==> config.mk <==
export PLATFORM = sky130hd
export DESIGN_NAME = serial_add_sub
export DESIGN_NICKNAME = d
export VERILOG_FILES = /design/src/rtl/serial_add_sub.sv
export SDC_FILE = /design/constraint.sdc
export NUM_CORES = 1
export LEC_CHECK = 0
export ABC_AREA = 1
export BUFFER_PORTS_ARGS = -buffer_cell sky130_fd_sc_hd__buf_2
export CAP_MARGIN = 10
export CORE_MARGIN = 10
export CORE_UTILIZATION = 50
export CTS_CLUSTER_DIAMETER = 80
export DETAILED_ROUTE_END_ITERATION = 8
export PLACE_DENSITY = 0.72
export REMOVE_ABC_BUFFERS = 1
export SYNTH_ARGS = -nofsm -noshare
export SYNTH_HDL_FRONTEND = slang
export SYNTH_SLANG_ARGS = --single-unit
==> constraint.sdc <==
create_clock -name clk -period 3.9 [get_ports clk]
set_input_delay 0.585 -clock clk [delete_from_list [all_inputs] [get_ports clk]]
set_output_delay 0.585 -clock clk [all_outputs]
set_load 0.01 [all_outputs]
==> src/rtl/serial_add_sub.sv <==
// Bit-serial adder/subtractor: one full-adder slice per clock, LSB first.
// Results are latched only on the edge that completes the last slice.
module serial_add_sub #(
    parameter int WIDTH = 8
) (
    input  logic             clk,
    input  logic             rst,
    input  logic             start,
    input  logic             mode,
    input  logic [WIDTH-1:0] a,
    input  logic [WIDTH-1:0] b,
    input  logic             cin,
    output logic             busy,
    output logic             done,
    output logic [WIDTH-1:0] sum,
    output logic             cout,
    output logic             ovf
);

    localparam int IDX_W = $clog2(WIDTH);

    localparam logic [1:0] S_IDLE = 2'd0;
    localparam logic [1:0] S_RUN  = 2'd1;
    localparam logic [1:0] S_DONE = 2'd2;

    localparam logic [IDX_W-1:0] LAST_IDX = IDX_W'(WIDTH - 1);

    logic [1:0]       r_state;
    logic [IDX_W-1:0] r_idx;
    logic [WIDTH-1:0] r_a;
    logic [WIDTH-1:0] r_b;
    logic [WIDTH-1:0] r_acc;
    logic             r_carry;
    logic             r_mode;
    logic [WIDTH-1:0] r_sum;
    logic             r_cout;
    logic             r_ovf;

    logic             w_accept;
    logic             w_last;
    logic             w_bitA;
    logic             w_bitB;
    logic             w_s;
    logic             w_c;
    logic [WIDTH-1:0] w_accNext;

    // A new operation can start from IDLE or from the DONE cycle (back-to-back).
    assign w_accept = start && ((r_state == S_IDLE) || (r_state == S_DONE));
    assign w_last   = (r_state == S_RUN) && (r_idx == LAST_IDX);

    assign w_bitA = r_a[r_idx];
    assign w_bitB = r_b[r_idx];
    assign w_s    = w_bitA ^ w_bitB ^ r_carry;
    assign w_c    = (w_bitA & w_bitB) | (w_bitA & r_carry) | (w_bitB & r_carry);

    always_comb begin
        w_accNext        = r_acc;
        w_accNext[r_idx] = w_s;
    end

    // Subtraction is a + ~b + ~cin, so B and the carry are pre-inverted at capture.
    always_ff @(posedge clk) begin
        if (rst) begin
            r_state <= S_IDLE;
            r_idx   <= '0;
            r_a     <= '0;
            r_b     <= '0;
            r_acc   <= '0;
            r_carry <= 1'b0;
            r_mode  <= 1'b0;
            r_sum   <= '0;
            r_cout  <= 1'b0;
            r_ovf   <= 1'b0;
        end else if (w_accept) begin
            r_state <= S_RUN;
            r_idx   <= '0;
            r_a     <= a;
            r_b     <= mode ? ~b : b;
            r_acc   <= '0;
            r_carry <= mode ? ~cin : cin;
            r_mode  <= mode;
        end else begin
            case (r_state)
                S_RUN: begin
                    r_acc   <= w_accNext;
                    r_carry <= w_c;
                    r_idx   <= r_idx + IDX_W'(1);
                    if (w_last) begin
                        r_state <= S_DONE;
                        r_sum   <= w_accNext;
                        r_cout  <= r_mode ? ~w_c : w_c;
                        r_ovf   <= r_carry ^ w_c;
                    end
                end
                S_DONE:  r_state <= S_IDLE;
                S_IDLE:  r_state <= S_IDLE;
                default: r_state <= S_IDLE;
            endcase
        end
    end

    assign busy = (r_state != S_IDLE);
    assign done = (r_state == S_DONE);
    assign sum  = r_sum;
    assign cout = r_cout;
    assign ovf  = r_ovf;

endmodule

==> results.yml <==
outcome:
  status: "finished clean"
power:
  swShare_pct: 26.7
  clkPwrFrac_pct: 34.4
  seqPwrFrac_pct: 51.7
  internal_power_mw: 0.648
  p_sw_mw: 0.237
  pwr_density_cell_nw_per_um2: 393
  pwr-share-comb_pct: 13.9
  peakVddDrop_uv: 271
  p_leak_nw: 1.11
worst_setup_path:
  crit_path_end_kind: "flip-flop"
  critPathLaunchType: "flip-flop"
  critPathRequiredTime_ps: 4150
  crit_fanout: 19
  worstPathArrival_ps: 2780
  path_class: "flip-flop to flip-flop"
sta:
  post-route-min-period_ps: 2530
  setup_viol: 0
  fin_setup_tns_ps: 0
  hold_viol: 0
  clock_skew_ps: 7.88
  fin_crit_sh_pct: 64.8
  rsz0062_at_grt: "no"
  worst_pin_slew_ps: 612
  clock.fmax_mhz: 395
  drv_slew: 0
  relSlewSlack_pct: 59.1
drt:
  antenna_left: 0
  vias: 1868
  drt-pass1-iter-count: 4
  drc: 0
  viasPerCell: 4.98
  wire_per_inst_um: 11.9
  routed.top_layer: "met4"
  wirelength_um: 4470
  wl_met2_um: 2140
  wl_met3_um: 188
  dr.first_iter.drc_count: 124
  met1_length_um: 2040
floorplan:
  die_area_um2: 6990
  io_pins: 33
  placementRows: 23
  die_width_um: 83.6
  fp.coreArea_um2: 3940
  floorplan.initialDensity_pct: 51.3
  dieHeight_um: 83.6
global_route:
  antenna_found_initial: 0
  grt_max_degree: 27
  grt_first_pass_wirelength_um: 8160
  track_usage_pct: 13.5
  grt-ovfl-total: 0
  grt_pass1_vias: 1844
placed_design:
  gp_congestion: 0.818
  placed_area_um2: 2150
  dpl.hpwl_um: 3140
  dp_cells: 367
  numPortBuffers: 32
logic_synthesis:
  synth_mux_area_share_pct: 0
  synthCells: 302
  synth_seq_cells: 41
  ys_seq_area_share_pct: 40.6
  yosys.area_share.adder_pct: 2.23
  synth.distinct_cells: 21
  synth_edf_count: 0
  yosys.area_share.xor_xnor_pct: 4.76
  syn_area_um2: 2020
  yosys.area_share.simple_pct: 32.1
  ys_warn_count: 0
  synth_compound_area_share_pct: 9.90
  avgSynthCellArea_um2: 6.70
  synth-main-ff-cell: "dfxtp_1"
  synthArstFlopShare_pct: 0
  synth_top_family_by_area: "simple AND/OR/NAND/NOR gates"
cts:
  clkSinkCount: 41
  root_buffer: "clkbuf_8"
  cts_hold_buf: 0
  cts_tree: "built"
  h-tree-depth: 2
  clk_pin_slew_worst_paths_ps: 80
  clk_path_buf_depth: 2
  clock_latency_ps: 290
  cts_setup_buffers: 0
  cts_buffers: 5
  cts-resized-gates: 0
final_layout:
  areaGrowthSynthToFinish_pct: 11.5
  fillers: 412
  diodes: 0
  final_core_util_pct: 57.2
  nets: 348
  instances_no_fill: 375
  post-route-cell-area_um2: 2250
  drive_gt1_share_pct: 13.8
hold_path:
  hold_path.class: "flip-flop to flip-flop"
job:
  drv_cap: 0
path summary, 6_finish.rpt:
kind | startpoint | to | slack (ps) | cells after the start
worst max-delay path | r_idx[0] | sum[5] | 1370 | 12
worst min-delay path | r_a[2] | r_a[2] | 490 | 2
worst max register to register | r_idx[0] | sum[5] | 1370 | 12
worst min register to register | r_a[2] | r_a[2] | 490 | 2
metrics by stage:
step / hold slack [ps] / worst slack (ps) / power, mW
after CTS: 494 / 1360 / 0.891
final: 494 / 1370 / 0.885
after detailed placement: 478 / 1390 / 0.590
after global routing: 520 / 984 / 0.933
after global placement: 473 / 1450 / 0.587
after floorplan: 455 / 1760 / 0.552
state kept, by name (all words and copies together) (netlist names):
signal,count
cout,1
ovf,1
r_a,8
r_acc,8
r_b,8
r_carry,1
r_idx,3
r_mode,1
r_state,2
sum,8
critical path, stage by stage (launching register included):
cell     delay, ps
dfxtp_1        720
inv_2          280
nand2_1        120
nand2_1         50
nand2_1         60
nand2_1         60
nand2_1         60
nand2_1         80
fa_1           640
nand4_1        160
nand3_1        140
nand2_1         60
inv_1           40
placed cells by master (no fill, tap or decap), types with 2 or more instances in the layout:
cell	netlist	final
inv_1	29	29
nand3_1	24	24
o21ai_0	19	19
nand2_1	84	84
a21oi_1	21	21
buf_2	8	32
nand4_1	6	6
xnor2_1	9	9
inv_2	3	3
ha_1	2	2
dfxtp_1	41	41
nor2_1	42	42
clkbuf_8	0	7
xor2_1	2	2
cells in the mapped netlist, types with 3 or more instances:
| master | number | share of area [%] |
|---|---|---|
| a21oi_1 | 21 | 5.2 |
| buf_2 | 8 | 2.0 |
| clkbuf_1 | 3 | 0.56 |
| dfxtp_1 | 41 | 41 |
| inv_1 | 29 | 5.4 |
| inv_2 | 3 | 0.56 |
| nand2_1 | 84 | 16 |
| nand3_1 | 24 | 5.9 |
| nand4_1 | 6 | 1.9 |
| nor2_1 | 42 | 7.8 |
| o21ai_0 | 19 | 4.7 |
| xnor2_1 | 9 | 3.9 |
power groups by stage:
stage	Sequential, mW	Combinational [mW]	Clock, mW
final	0.458	0.123	0.304
after global routing	0.462	0.145	0.326
after CTS	0.458	0.123	0.310
after detailed placement	0.468	0.122	0
after global placement	0.467	0.119	0
after floorplan	0.463	0.0888	0
cell families (layout without fill, tap and decap cells):
logic type,count (synthesis),count (layout)
xor+xnor,11,11
fa+ha+maj,3,3
simple gates,158,158
compound gates,40,40
buf+inv,49,72
flops,41,41
layout make-up:
type	instances	area (um^2)	share of cell area [%]
Clock buffer	7	96.3	4.27
Clock inverter	1	5.00	0.222
Inverter	32	120	5.33
Multi-Input combinational cell	212	990	43.9
Sequential cell	41	821	36.4
Tap cell	50	62.6	2.77
Timing Repair Buffer	32	160	7.10
routing by layer:
metal | up-vias | global-route usage [%]
li1 | 987 | -
met1 | 835 | 15.1
met2 | 36 | 23.1
met3 | 10 | 3.32
met4 | 0 | 6.54
met5 | - | 0
No activity file was read; power rests on OpenSTA's default activity.
